===== src/rtl/plane_move_ctrl_pkg.sv =====
// ----------------------------------------------------------------------------
// plane_move_ctrl_pkg
// Shared types for the player-plane movement slice.
//   DIR_W   : width of the encoded direction field.
//   dir_t   : direction codes (LEFT=0, RIGHT=1, UP=2, DOWN=3).
//   state_t : movement FSM states.
//   max_u   : constant helper used to size the shared tick counter.
// ----------------------------------------------------------------------------
package plane_move_ctrl_pkg;

    localparam int unsigned DIR_W = 2;

    typedef enum logic [DIR_W-1:0] {
        DIR_LEFT  = 2'd0,
        DIR_RIGHT = 2'd1,
        DIR_UP    = 2'd2,
        DIR_DOWN  = 2'd3
    } dir_t;

    typedef enum logic [1:0] {
        ST_IDLE,
        ST_PRESS,
        ST_HOLD,
        ST_REPEAT
    } state_t;

    function automatic int unsigned max_u(input int unsigned a, input int unsigned b);
        return (a > b) ? a : b;
    endfunction

endpackage


===== src/rtl/plane_move_ctrl_if.sv =====
// ----------------------------------------------------------------------------
// plane_move_ctrl_if
// Bundles the button-encoder / game-control inputs and the position outputs
// of the plane movement controller.
//   move_en_i    : move request from the button encoder (asynchronous)
//   direct_i     : direction code, valid while move_en_i=1 (asynchronous)
//   frame_tick_i : one-clk pulse per video frame
//   game_run_i   : 1 = gameplay active, 0 = freeze
//   restart_i    : one-clk pulse returning the plane to its start position
//   pos_x_o/pos_y_o : registered plane position
//   moving_o     : high for the clk after a step was applied
//   at_edge_o    : high while held against the playfield bound
// master drives the requests, slave is the controller.
// ----------------------------------------------------------------------------
interface plane_move_ctrl_if #(
    parameter int unsigned X_W = 10,
    parameter int unsigned Y_W = 10
);
    import plane_move_ctrl_pkg::*;

    logic             move_en_i;
    logic [DIR_W-1:0] direct_i;
    logic             frame_tick_i;
    logic             game_run_i;
    logic             restart_i;
    logic [X_W-1:0]   pos_x_o;
    logic [Y_W-1:0]   pos_y_o;
    logic             moving_o;
    logic             at_edge_o;

    modport master (
        output move_en_i, direct_i, frame_tick_i, game_run_i, restart_i,
        input  pos_x_o, pos_y_o, moving_o, at_edge_o
    );

    modport slave (
        input  move_en_i, direct_i, frame_tick_i, game_run_i, restart_i,
        output pos_x_o, pos_y_o, moving_o, at_edge_o
    );

endinterface


===== src/rtl/plane_move_ctrl_sync_2ff.sv =====
// ----------------------------------------------------------------------------
// sync_2ff
// Two-flop synchroniser for W asynchronous bits, async active-low reset to 0.
//   clk   : destination clock
//   rst_n : asynchronous active-low reset
//   i_d   : asynchronous input bits
//   o_q   : synchronised output (2 clk latency)
// ----------------------------------------------------------------------------
module sync_2ff #(
    parameter int unsigned W = 1
) (
    input  logic         clk,
    input  logic         rst_n,
    input  logic [W-1:0] i_d,
    output logic [W-1:0] o_q
);

    logic [W-1:0] r_meta;
    logic [W-1:0] r_sync;

    always_ff @(posedge clk or negedge rst_n) begin
        if (!rst_n) begin
            r_meta <= '0;
            r_sync <= '0;
        end else begin
            r_meta <= i_d;
            r_sync <= r_meta;
        end
    end

    assign o_q = r_sync;

endmodule


===== src/rtl/plane_move_ctrl.sv =====
// ----------------------------------------------------------------------------
// plane_move_ctrl
// Drives the player plane position from the encoded buttons: one step per
// press, then hold-to-repeat auto-stepping paced by the frame tick, with the
// position clamped to the playfield.
//   clk      : system clock
//   rst_n    : asynchronous active-low reset
//   ctrl_bus : plane_move_ctrl_if.slave (requests in, position/status out)
// ----------------------------------------------------------------------------
module plane_move_ctrl
    import plane_move_ctrl_pkg::*;
#(
    parameter int unsigned X_W        = 10,
    parameter int unsigned Y_W        = 10,
    parameter int unsigned X_MIN      = 0,
    parameter int unsigned X_MAX      = 607,
    parameter int unsigned Y_MIN      = 0,
    parameter int unsigned Y_MAX      = 447,
    parameter int unsigned X_INIT     = 304,
    parameter int unsigned Y_INIT     = 400,
    parameter int unsigned STEP       = 4,
    parameter int unsigned HOLD_DLY   = 8,
    parameter int unsigned REPEAT_PER = 2
) (
    input  logic               clk,
    input  logic               rst_n,
    plane_move_ctrl_if.slave   ctrl_bus
);

    localparam int unsigned CNT_MAX = max_u(HOLD_DLY, REPEAT_PER);
    localparam int unsigned CNT_W   = (CNT_MAX > 1) ? $clog2(CNT_MAX) : 1;

    localparam logic [CNT_W-1:0] C_HOLD_LAST = CNT_W'(HOLD_DLY - 1);
    localparam logic [CNT_W-1:0] C_REP_LAST  = CNT_W'(REPEAT_PER - 1);

    // Clamp constants at X_W+1 / Y_W+1 bits so the step arithmetic never wraps.
    localparam logic [X_W:0] C_X_MIN  = (X_W+1)'(X_MIN);
    localparam logic [X_W:0] C_X_MAX  = (X_W+1)'(X_MAX);
    localparam logic [X_W:0] C_X_STEP = (X_W+1)'(STEP);
    localparam logic [X_W:0] C_X_LO   = (X_W+1)'(X_MIN + STEP);
    localparam logic [X_W:0] C_X_HI   = (X_W+1)'(X_MAX - STEP);
    localparam logic [Y_W:0] C_Y_MIN  = (Y_W+1)'(Y_MIN);
    localparam logic [Y_W:0] C_Y_MAX  = (Y_W+1)'(Y_MAX);
    localparam logic [Y_W:0] C_Y_STEP = (Y_W+1)'(STEP);
    localparam logic [Y_W:0] C_Y_LO   = (Y_W+1)'(Y_MIN + STEP);
    localparam logic [Y_W:0] C_Y_HI   = (Y_W+1)'(Y_MAX - STEP);

    logic [DIR_W:0]   w_sync_in;
    logic [DIR_W:0]   w_sync_out;
    logic             w_en;
    dir_t             w_dir;

    logic [X_W:0]     w_x_ext;
    logic [Y_W:0]     w_y_ext;
    logic [X_W:0]     w_x_sum;
    logic [Y_W:0]     w_y_sum;
    logic             w_at_bound;

    state_t           r_state;
    dir_t             r_dir;
    logic [CNT_W-1:0] r_cnt;
    logic [X_W-1:0]   r_pos_x;
    logic [Y_W-1:0]   r_pos_y;
    logic             r_moving;
    logic             r_at_edge;

    assign w_sync_in = {ctrl_bus.move_en_i, ctrl_bus.direct_i};

    sync_2ff #(.W(DIR_W + 1)) u_sync (
        .clk   (clk),
        .rst_n (rst_n),
        .i_d   (w_sync_in),
        .o_q   (w_sync_out)
    );

    assign w_en  = w_sync_out[DIR_W];
    assign w_dir = dir_t'(w_sync_out[DIR_W-1:0]);

    assign w_x_ext = {1'b0, r_pos_x};
    assign w_y_ext = {1'b0, r_pos_y};

    // Candidate position for a step in the synced direction, plus bound test.
    always_comb begin
        w_x_sum    = w_x_ext;
        w_y_sum    = w_y_ext;
        w_at_bound = 1'b0;
        case (w_dir)
            DIR_LEFT: begin
                w_x_sum    = (w_x_ext < C_X_LO) ? C_X_MIN : (w_x_ext - C_X_STEP);
                w_at_bound = (w_x_ext == C_X_MIN);
            end
            DIR_RIGHT: begin
                w_x_sum    = (w_x_ext > C_X_HI) ? C_X_MAX : (w_x_ext + C_X_STEP);
                w_at_bound = (w_x_ext == C_X_MAX);
            end
            DIR_UP: begin
                w_y_sum    = (w_y_ext < C_Y_LO) ? C_Y_MIN : (w_y_ext - C_Y_STEP);
                w_at_bound = (w_y_ext == C_Y_MIN);
            end
            DIR_DOWN: begin
                w_y_sum    = (w_y_ext > C_Y_HI) ? C_Y_MAX : (w_y_ext + C_Y_STEP);
                w_at_bound = (w_y_ext == C_Y_MAX);
            end
        endcase
    end

    // The counter restarts at 0 on the PRESS step so that HOLD's last count
    // (HOLD_DLY-1) lands exactly HOLD_DLY ticks after the first step.
    always_ff @(posedge clk or negedge rst_n) begin
        if (!rst_n) begin
            r_state   <= ST_IDLE;
            r_dir     <= DIR_LEFT;
            r_cnt     <= '0;
            r_pos_x   <= X_W'(X_INIT);
            r_pos_y   <= Y_W'(Y_INIT);
            r_moving  <= 1'b0;
            r_at_edge <= 1'b0;
        end else begin
            r_moving  <= 1'b0;
            r_at_edge <= w_en && w_at_bound;
            if (ctrl_bus.restart_i) begin
                r_pos_x <= X_W'(X_INIT);
                r_pos_y <= Y_W'(Y_INIT);
                r_state <= ST_IDLE;
                r_cnt   <= '0;
            end else if (!ctrl_bus.game_run_i || !w_en) begin
                r_state <= ST_IDLE;
                r_cnt   <= '0;
            end else if (r_state != ST_IDLE && w_dir != r_dir) begin
                // A new direction restarts the press sequence, even on a tick.
                r_state <= ST_PRESS;
                r_dir   <= w_dir;
                r_cnt   <= '0;
            end else begin
                case (r_state)
                    ST_IDLE: begin
                        r_state <= ST_PRESS;
                        r_dir   <= w_dir;
                        r_cnt   <= '0;
                    end
                    ST_PRESS: begin
                        if (ctrl_bus.frame_tick_i) begin
                            r_pos_x  <= w_x_sum[X_W-1:0];
                            r_pos_y  <= w_y_sum[Y_W-1:0];
                            r_moving <= 1'b1;
                            r_cnt    <= '0;
                            r_state  <= ST_HOLD;
                        end
                    end
                    ST_HOLD: begin
                        if (ctrl_bus.frame_tick_i) begin
                            if (r_cnt == C_HOLD_LAST) begin
                                r_pos_x  <= w_x_sum[X_W-1:0];
                                r_pos_y  <= w_y_sum[Y_W-1:0];
                                r_moving <= 1'b1;
                                r_cnt    <= '0;
                                r_state  <= ST_REPEAT;
                            end else begin
                                r_cnt <= r_cnt + 1'b1;
                            end
                        end
                    end
                    ST_REPEAT: begin
                        if (ctrl_bus.frame_tick_i) begin
                            if (r_cnt == C_REP_LAST) begin
                                r_pos_x  <= w_x_sum[X_W-1:0];
                                r_pos_y  <= w_y_sum[Y_W-1:0];
                                r_moving <= 1'b1;
                                r_cnt    <= '0;
                            end else begin
                                r_cnt <= r_cnt + 1'b1;
                            end
                        end
                    end
                endcase
            end
        end
    end

    assign ctrl_bus.pos_x_o   = r_pos_x;
    assign ctrl_bus.pos_y_o   = r_pos_y;
    assign ctrl_bus.moving_o  = r_moving;
    assign ctrl_bus.at_edge_o = r_at_edge;

endmodule


===== src/flat_wrapper.sv =====
// flat-port wrapper written by rule: the top's interface ports become plain ports
module plane_move_ctrl_flat import plane_move_ctrl_pkg::*;
#(
    parameter int unsigned X_W        = 10,
    parameter int unsigned Y_W        = 10,
    parameter int unsigned X_MIN      = 0,
    parameter int unsigned X_MAX      = 607,
    parameter int unsigned Y_MIN      = 0,
    parameter int unsigned Y_MAX      = 447,
    parameter int unsigned X_INIT     = 304,
    parameter int unsigned Y_INIT     = 400,
    parameter int unsigned STEP       = 4,
    parameter int unsigned HOLD_DLY   = 8,
    parameter int unsigned REPEAT_PER = 2
)
  (clk, rst_n, ctrl_bus_move_en_i, ctrl_bus_direct_i, ctrl_bus_frame_tick_i, ctrl_bus_game_run_i, ctrl_bus_restart_i, ctrl_bus_pos_x_o, ctrl_bus_pos_y_o, ctrl_bus_moving_o, ctrl_bus_at_edge_o);
  plane_move_ctrl_if #(.X_W(X_W), .Y_W(Y_W)) ctrl_bus_i ();
  input  logic clk;
  input  logic rst_n;
  input wire logic [$bits(ctrl_bus_i.move_en_i)-1:0] ctrl_bus_move_en_i;
  input wire logic [$bits(ctrl_bus_i.direct_i)-1:0] ctrl_bus_direct_i;
  input wire logic [$bits(ctrl_bus_i.frame_tick_i)-1:0] ctrl_bus_frame_tick_i;
  input wire logic [$bits(ctrl_bus_i.game_run_i)-1:0] ctrl_bus_game_run_i;
  input wire logic [$bits(ctrl_bus_i.restart_i)-1:0] ctrl_bus_restart_i;
  output wire logic [$bits(ctrl_bus_i.pos_x_o)-1:0] ctrl_bus_pos_x_o;
  output wire logic [$bits(ctrl_bus_i.pos_y_o)-1:0] ctrl_bus_pos_y_o;
  output wire logic [$bits(ctrl_bus_i.moving_o)-1:0] ctrl_bus_moving_o;
  output wire logic [$bits(ctrl_bus_i.at_edge_o)-1:0] ctrl_bus_at_edge_o;
  assign ctrl_bus_i.move_en_i = ctrl_bus_move_en_i;
  assign ctrl_bus_i.direct_i = ctrl_bus_direct_i;
  assign ctrl_bus_i.frame_tick_i = ctrl_bus_frame_tick_i;
  assign ctrl_bus_i.game_run_i = ctrl_bus_game_run_i;
  assign ctrl_bus_i.restart_i = ctrl_bus_restart_i;
  assign ctrl_bus_pos_x_o = ctrl_bus_i.pos_x_o;
  assign ctrl_bus_pos_y_o = ctrl_bus_i.pos_y_o;
  assign ctrl_bus_moving_o = ctrl_bus_i.moving_o;
  assign ctrl_bus_at_edge_o = ctrl_bus_i.at_edge_o;
  plane_move_ctrl #(.X_W(X_W), .Y_W(Y_W), .X_MIN(X_MIN), .X_MAX(X_MAX), .Y_MIN(Y_MIN), .Y_MAX(Y_MAX), .X_INIT(X_INIT), .Y_INIT(Y_INIT), .STEP(STEP), .HOLD_DLY(HOLD_DLY), .REPEAT_PER(REPEAT_PER)) u_core (.clk(clk), .rst_n(rst_n), .ctrl_bus(ctrl_bus_i));
endmodule

===== config.mk =====
export PLATFORM = sky130hd
export DESIGN_NAME = plane_move_ctrl_flat
export DESIGN_NICKNAME = d
export VERILOG_FILES = /design/src/rtl/plane_move_ctrl_pkg.sv /design/src/rtl/plane_move_ctrl_if.sv /design/src/rtl/plane_move_ctrl_sync_2ff.sv /design/src/rtl/plane_move_ctrl.sv /design/src/flat_wrapper.sv
export SDC_FILE = /design/constraint.sdc
export NUM_CORES = 1
export LEC_CHECK = 0
export CORE_ASPECT_RATIO = 1.1
export CORE_MARGIN = 4
export CORE_UTILIZATION = 55
export CTS_CLUSTER_DIAMETER = 200
export DETAILED_ROUTE_END_ITERATION = 12
export PLACE_DENSITY = 0.83
export SKIP_CTS_REPAIR_TIMING = 1
export SYNTH_ARGS = -nofsm -noshare
export SYNTH_HDL_FRONTEND = slang
export SYNTH_SLANG_ARGS = --single-unit

===== constraint.sdc =====
create_clock -name clk -period 2.2 [get_ports clk]
set_input_delay 0.55 -clock clk [delete_from_list [all_inputs] [get_ports clk]]
set_output_delay 0.55 -clock clk [all_outputs]
set_load 0.05 [all_outputs]

# ---- After elaboration in Yosys (flattened, before gate mapping)
# Cells that the tools add are included.
dict set report word_totals {
  regBits 35
  wordCells 111
}
dict set report op_classes {
  n_addsub 5
  magnitude_cmp 4
  eq_ne 22
  mux 52
  bitwise_logic 2
  n_reduce_logical 17
}
# op count
set ops {}
lappend ops {{10-bit 2-to-1 mux} 20}
lappend ops {{10-bit case mux with 3 select lines} 2}
lappend ops {{10-bit case mux with 2 select lines} 2}
lappend ops {{3-bit 2-to-1 mux} 8}
lappend ops {{11-bit zero test} 2}
lappend ops {{10-bit by 3-bit adder with 10-bit output, second input constant} 2}
lappend ops {{10-bit by 3-bit < comparator with 1-bit output, second input constant} 2}
lappend ops {{10-bit by 3-bit subtractor with 10-bit output, second input constant} 2}
lappend ops {{2-bit 2-to-1 mux} 8}
lappend ops {{5-bit by 3-bit inequality test with 1-bit output, second input constant} 3}
lappend ops {{3-bit case mux with 4 select lines} 1}
lappend ops {{10-bit equality test, second input constant} 1}
lappend ops {{10-bit by 9-bit equality test with 1-bit output, second input constant} 1}
lappend ops {{10-bit greater-than comparator, second input constant} 1}
lappend ops {{10-bit by 9-bit greater-than comparator with 1-bit output, second input constant} 1}
lappend ops {{3-bit inequality test, second input constant} 3}
lappend ops {{2-bit equality test, second input constant} 4}
lappend ops {{1-bit 2-to-1 mux} 8}
lappend ops {{8-bit AND reduction} 1}
lappend ops {{3-bit by 2-bit inequality test with 1-bit output, second input constant} 2}
lappend ops {{2-bit case mux with 3 select lines} 1}
lappend ops {{3-bit AND reduction} 2}
lappend ops {{6-bit nonzero test} 1}
lappend ops {{5-bit by 2-bit inequality test with 1-bit output, second input constant} 1}
lappend ops {{16 further kinds} 23}

# ---- Depth between registers and ports, before layout
dict set report logic_depth {
  depth_word 9
  ltp_mapped 8
  depth_no_buf 7
}

# ---- Hierarchy
# Synthesis repeated with hierarchy kept, for this count alone.
dict set report unflattened {
  cells_unflattened 290
  area_unflattened_um2 2519.9
}
# module instances cells_per_inst area_per_inst_um2 seq_area_each_um2
set modules_own_cells {}
lappend modules_own_cells {plane_move_ctrl 1 284 2369.8 683.2}
lappend modules_own_cells {sync_2ff 1 6 150.1 150.1}

# ---- Worst setup path after synthesis
# OpenSTA, ideal clock, no wires.
dict set report synth_timing {
  kind {flip-flop to flip-flop}
  startpoint {reg u_core.r_pos_x[2] (netlist: u_core.ctrl_bus.pos_x_o[2])}
  endpoint {reg u_core.r_pos_x[8] (netlist: u_core.ctrl_bus.pos_x_o[8])}
  setup_ns 0.089
  arrival_ns 2.211
  required_time_ns 2.111
  setup_slack_ns -0.100
  path_stages_with_launch 9
  n_path_buf 1
  synth_period_minus_slack_ns 2.300
  path_cell_list {dfrtp_1 > inv_1 > ha_1 > or3b_2 > clkbuf_1 > nor3_1 > mux2_2 > nand3_1 > nand4_1}
}
dict set report synth_via {
  elab_chain_cells 9
}
# item line
set synth_lines {}
lappend synth_lines {{start, declared} plane_move_ctrl.sv:62} ;# logic [X_W-1:0] r_pos_x;
lappend synth_lines {{start signal, assigned} plane_move_ctrl.sv:114} ;# r_pos_x <= X_W'(X_INIT);
lappend synth_lines {{start signal, assigned} plane_move_ctrl.sv:122} ;# r_pos_x <= X_W'(X_INIT);
lappend synth_lines {{start signal, assigned} plane_move_ctrl.sv:143} ;# r_pos_x <= w_x_sum[X_W-1:0];
lappend synth_lines {{10-bit by 3-bit adder with 10-bit output (tied with other cells)} plane_move_ctrl.sv:93} ;# w_x_sum = (w_x_ext > C_X_HI) ? C_X_MAX : (w_x_ext + C_X_STEP);
lappend synth_lines {{10-bit 2-to-1 mux (on tied branches)} {plane_move_ctrl.sv:93, plane_move_ctrl.sv:89}}
lappend synth_lines {{10-bit case mux with 2 select lines *} plane_move_ctrl.sv:87} ;# case (w_dir)
lappend synth_lines {{10-bit 2-to-1 mux (on tied branches)} {plane_move_ctrl.sv:165, plane_move_ctrl.sv:152}}
lappend synth_lines {{10-bit 2-to-1 mux (on tied branches)} {plane_move_ctrl.sv:164, plane_move_ctrl.sv:151}}
lappend synth_lines {{10-bit case mux with 3 select lines *} plane_move_ctrl.sv:135} ;# case (r_state)
lappend synth_lines {{10-bit 2-to-1 mux *} plane_move_ctrl.sv:129} ;# end else if (r_state != ST_IDLE && w_dir != r_dir) begin
lappend synth_lines {{10-bit 2-to-1 mux *} plane_move_ctrl.sv:126} ;# end else if (!ctrl_bus.game_run_i || !w_en) begin
lappend synth_lines {{10-bit 2-to-1 mux *} plane_move_ctrl.sv:121} ;# if (ctrl_bus.restart_i) begin
# Mark *: on every way between the ends. The rest lies on a longest branch, timed or not. The select of a mux whose other input is x is not followed.
# A chain may end at the register's enable or synchronous reset.

# ---- Final worst setup path
dict set report layout_timing {
  startpoint {reg u_core.r_pos_y[2] (netlist: u_core.ctrl_bus.pos_y_o[2])}
  endpoint {out ctrl_bus_pos_y_o[2]}
}
# item line
set layout_lines {}
lappend layout_lines {{start, declared} plane_move_ctrl.sv:63} ;# logic [Y_W-1:0] r_pos_y;
lappend layout_lines {{start signal, assigned} plane_move_ctrl.sv:115} ;# r_pos_y <= Y_W'(Y_INIT);
lappend layout_lines {{start signal, assigned} plane_move_ctrl.sv:123} ;# r_pos_y <= Y_W'(Y_INIT);
lappend layout_lines {{start signal, assigned} plane_move_ctrl.sv:144} ;# r_pos_y <= w_y_sum[Y_W-1:0];
lappend layout_lines {{end, declared} flat_wrapper.sv:26} ;# output wire logic [$bits(ctrl_bus_i.pos_y_o)-1:0] ctrl_bus_pos_y_o;
# No word-level cell between the ends.

==> results.md <==
- Outcome: completed
- Worst setup path startpoint: u_core.ctrl_bus.pos_y_o[2]
- Routed WL: 6.44 mm
- CP startpoint kind: flip-flop
- Global route overflow: 0
- Hold Crit Class: flip-flop to flip-flop
- GR peak layer: met2
- CTS sink count: 33
- Nets: 349
- Fillers: 338
- Reg area: 836 um2
- Total CTS buffers: 5
- Layout cells sized above 1: 23.7%
- DR iter-0 viols: 184
- Post-synth EDFFs: 0
- Vias/cell: 6.25
- Top post-synthesis cells by count: 27 x dfrtp_1, 20 x nand2_1, 18 x a21oi_1, 18 x nor2_1, 17 x ha_1
- WHS: 0.353 ns
- Die area: 5700 um2
- Global routing usage on met3: 4.94%
- Crit path max fanout: 7
- Yosys top cell by area: dfrtp_1
- IO Count: 30
- Tot GR Track Use: 23.5%
- Synth Flop Type: dfrtp_1
- Setup CP Type: flip-flop to output port
- Avg Inst Size Synth: 8.86 um2
- Fmax: 468 MHz
- Worst Path Required: 1.65 ns
- Setup-failing EPs final: 0
- Vias in the first global route: 2,296
- M2 GR Usage: 39.3%
- Slew margin rel.: 66.1%
- Routability congestion estimate: 0.904
- Worst-path cell chain: clkdlybuf4s50_1
- Fin. Hold Viols: 0
- Post-Syn Area: 2510 um2
- Clock slew at reported path FFs: 0.08 ns
- Post-DP HPWL: 4.50 mm
- Routed vias: 2,369
- ANT nets after route: 0
- Worst Clk Skew: 0.00601 ns
- Max-cap viol count: 0
- Footprint of the multi-input gates: 1540 um2
- Num rows: 25
- Lkg Pwr: 1.26 nW
- Area Overhead vs Synth: 22.1%
- Synth unique cells: 66
- GR Layer Usage met1: 29.5%
- Initial antenna violation count: 0
- Minimum clock period: 2.14 ns
- Buffers on Ports: 29
- Worst-case clock buffer depth: 2
- DRT Pass-1 Iters: 4
- Seq/Total Area, Yosys: 33.3%
- Crit. End Element: output port
- # DRC: 0
- Crit path largest cell delay: 0.84 ns
- Ranking of synthesized cells by area: dfrtp_1 27%, ha_1 8.5%, dfstp_2 6.3%
- Power Dens Cells: 484 nW/um2
- Worst Max-Slew Pin Slew: 0.503 ns
- Most common cell in the netlist: dfrtp_1
- Die Wd: 72.4 um
- Synth async-reset ratio: 100%
- Count of pins over their slew limit: 0
- Placeable Area: 4350 um2
- Synth top area share: 27.0%
- Cell Area, Placed: 2880 um2
- TNS Setup: 0 ns
- Cell count after synthesis: 283
- CTS tree: done
- Fin crit share: 97.1%
- Synth Register Bits: 33
- Yosys warns: 0
- Ant diodes: 0
- Post-route cell area: 3060 um2
- WP data arrival: 1.59 ns
- WP buf/inv: 1
- Peak supply drop: 0.000566 V
- # H-tree levels: 2
- Crit path max-delay family: buffers and inverters
- First-pass GRT wire length: 10.7 mm
- Worst hold start: u_core.u_sync.r_meta[0]
- Avg WL per Cell: 17.0 um
- Root Buffer: clkbuf_8
- Slowest CP cell: clkdlybuf4s50_1
- Initial Util: 57.6%
- Syn Nets: 308
- Largest net degree at the start of global routing: 34
- Worst-Skew Late Latency: 0.29 ns
- Die height: 78.8 um
- Reg-to-Reg Start: u_core.ctrl_bus.pos_x_o[2]
[worst register-to-register path, delay by kind of cell, from the launching register on]
kind	cells	cell delay, ns
AND/OR/NAND/NOR	3	0.81
buffers and inverters	1	0.15
adder cells (fa/ha/maj)	1	0.25
flip-flops	1	0.40
AO/OA/AOI/OAI	1	0.43
[sequential cells by signal, indices dropped and copies added (netlist names)]
register,cells
u_core.u_sync.o_q,3
u_core.ctrl_bus.at_edge_o,1
u_core.ctrl_bus.moving_o,1
u_core.r_state,2
u_core.r_dir,2
u_core.r_cnt,3
u_core.ctrl_bus.pos_x_o,9
u_core.ctrl_bus.pos_y_o,9
u_core.u_sync.r_meta,3
[path summary, 6_finish.rpt]
kind | slack (ns) | cells after the start | to
setup / recovery | 0.06 | 1 | ctrl_bus_pos_y_o[2]
hold / removal | 0.35 | 0 | u_core.u_sync.o_q[0]
setup reg to reg | 0.11 | 6 | u_core.ctrl_bus.pos_x_o[8]
hold reg to reg | 0.35 | 0 | u_core.u_sync.o_q[0]
max in group asynchronous | 1.20 | 2 | u_core.ctrl_bus.pos_y_o[4]
min in group asynchronous | 0.67 | 2 | u_core.r_dir[0]
[logic make-up (layout without fill, tap and decap cells)]
logic type      after synthesis  in the layout  share of synthesized area [%]
compound gates               87             87                           24.2
xor+xnor                      3              3                           1.05
fa+ha+maj                    17             17                           8.49
buf+inv                      35             77                           7.09
flops                        33             33                           33.3
mux                           8              8                           3.39
simple gates                100            100                           22.5
[area by class of cell]
cell class / instances / area share, %
multi-input combinational: 215 / 50.3
sequential: 33 / 27.3
timing repair buffer: 53 / 14.5
clock buffer: 5 / 2.25
tap: 54 / 2.21
inverter: 16 / 1.96
clock inverter: 3 / 1.51
[per-stage QoR]
step | util [%] | power (mW) | std cells | worst slack, ns
finish | 70.4 | 1.48 | 379 | 0.0645
global route | 70.4 | 1.54 | 379 | -0.00389
CTS | 68.9 | 1.48 | 377 | 0.0143
detailed placement | 66.3 | 0.890 | 369 | -0.131
global placement | 66.3 | 0.884 | 369 | -0.0936
floorplan | - | 0.807 | 283 | 0.0176
[routing by layer]
layer	wire [um]	vias to the layer above
met4	119	0
met3	335	13
li1	-	1139
met1	2800	1143
met2	3180	74
met5	0	-
[report_power, final]
group / internal (mW) / switching [mW] / leakage [nW] / total, mW
combinational: 0.0928 / 0.139 / 0.791 / 0.232
sequential: 0.628 / 0.0293 / 0.416 / 0.657
clock: 0.339 / 0.252 / 0.0543 / 0.591
[placed cells by master, fill, tap and decap left out, types with 3 or more instances in the layout]
master / instances
buf_4: 37
dfrtp_1: 25
nand2_1: 20
nor2_1: 18
a21oi_1: 18
ha_1: 17
inv_1: 16
o21ai_0: 16
clkdlybuf4s50_1: 14
nand3_1: 10
nor3_1: 8
dfstp_2: 6
and3_1: 5
clkbuf_8: 5
nand2b_1: 4
o211ai_1: 4
mux2i_1: 4
mux2_2: 4
o22ai_1: 4
or4_1: 3
nor4_1: 3
xnor2_1: 3
a31o_2: 3
and2_1: 3
o31ai_1: 3
nand4_1: 3
a22oi_1: 3
a211oi_1: 3
No activity file was read; power rests on OpenSTA's default activity.
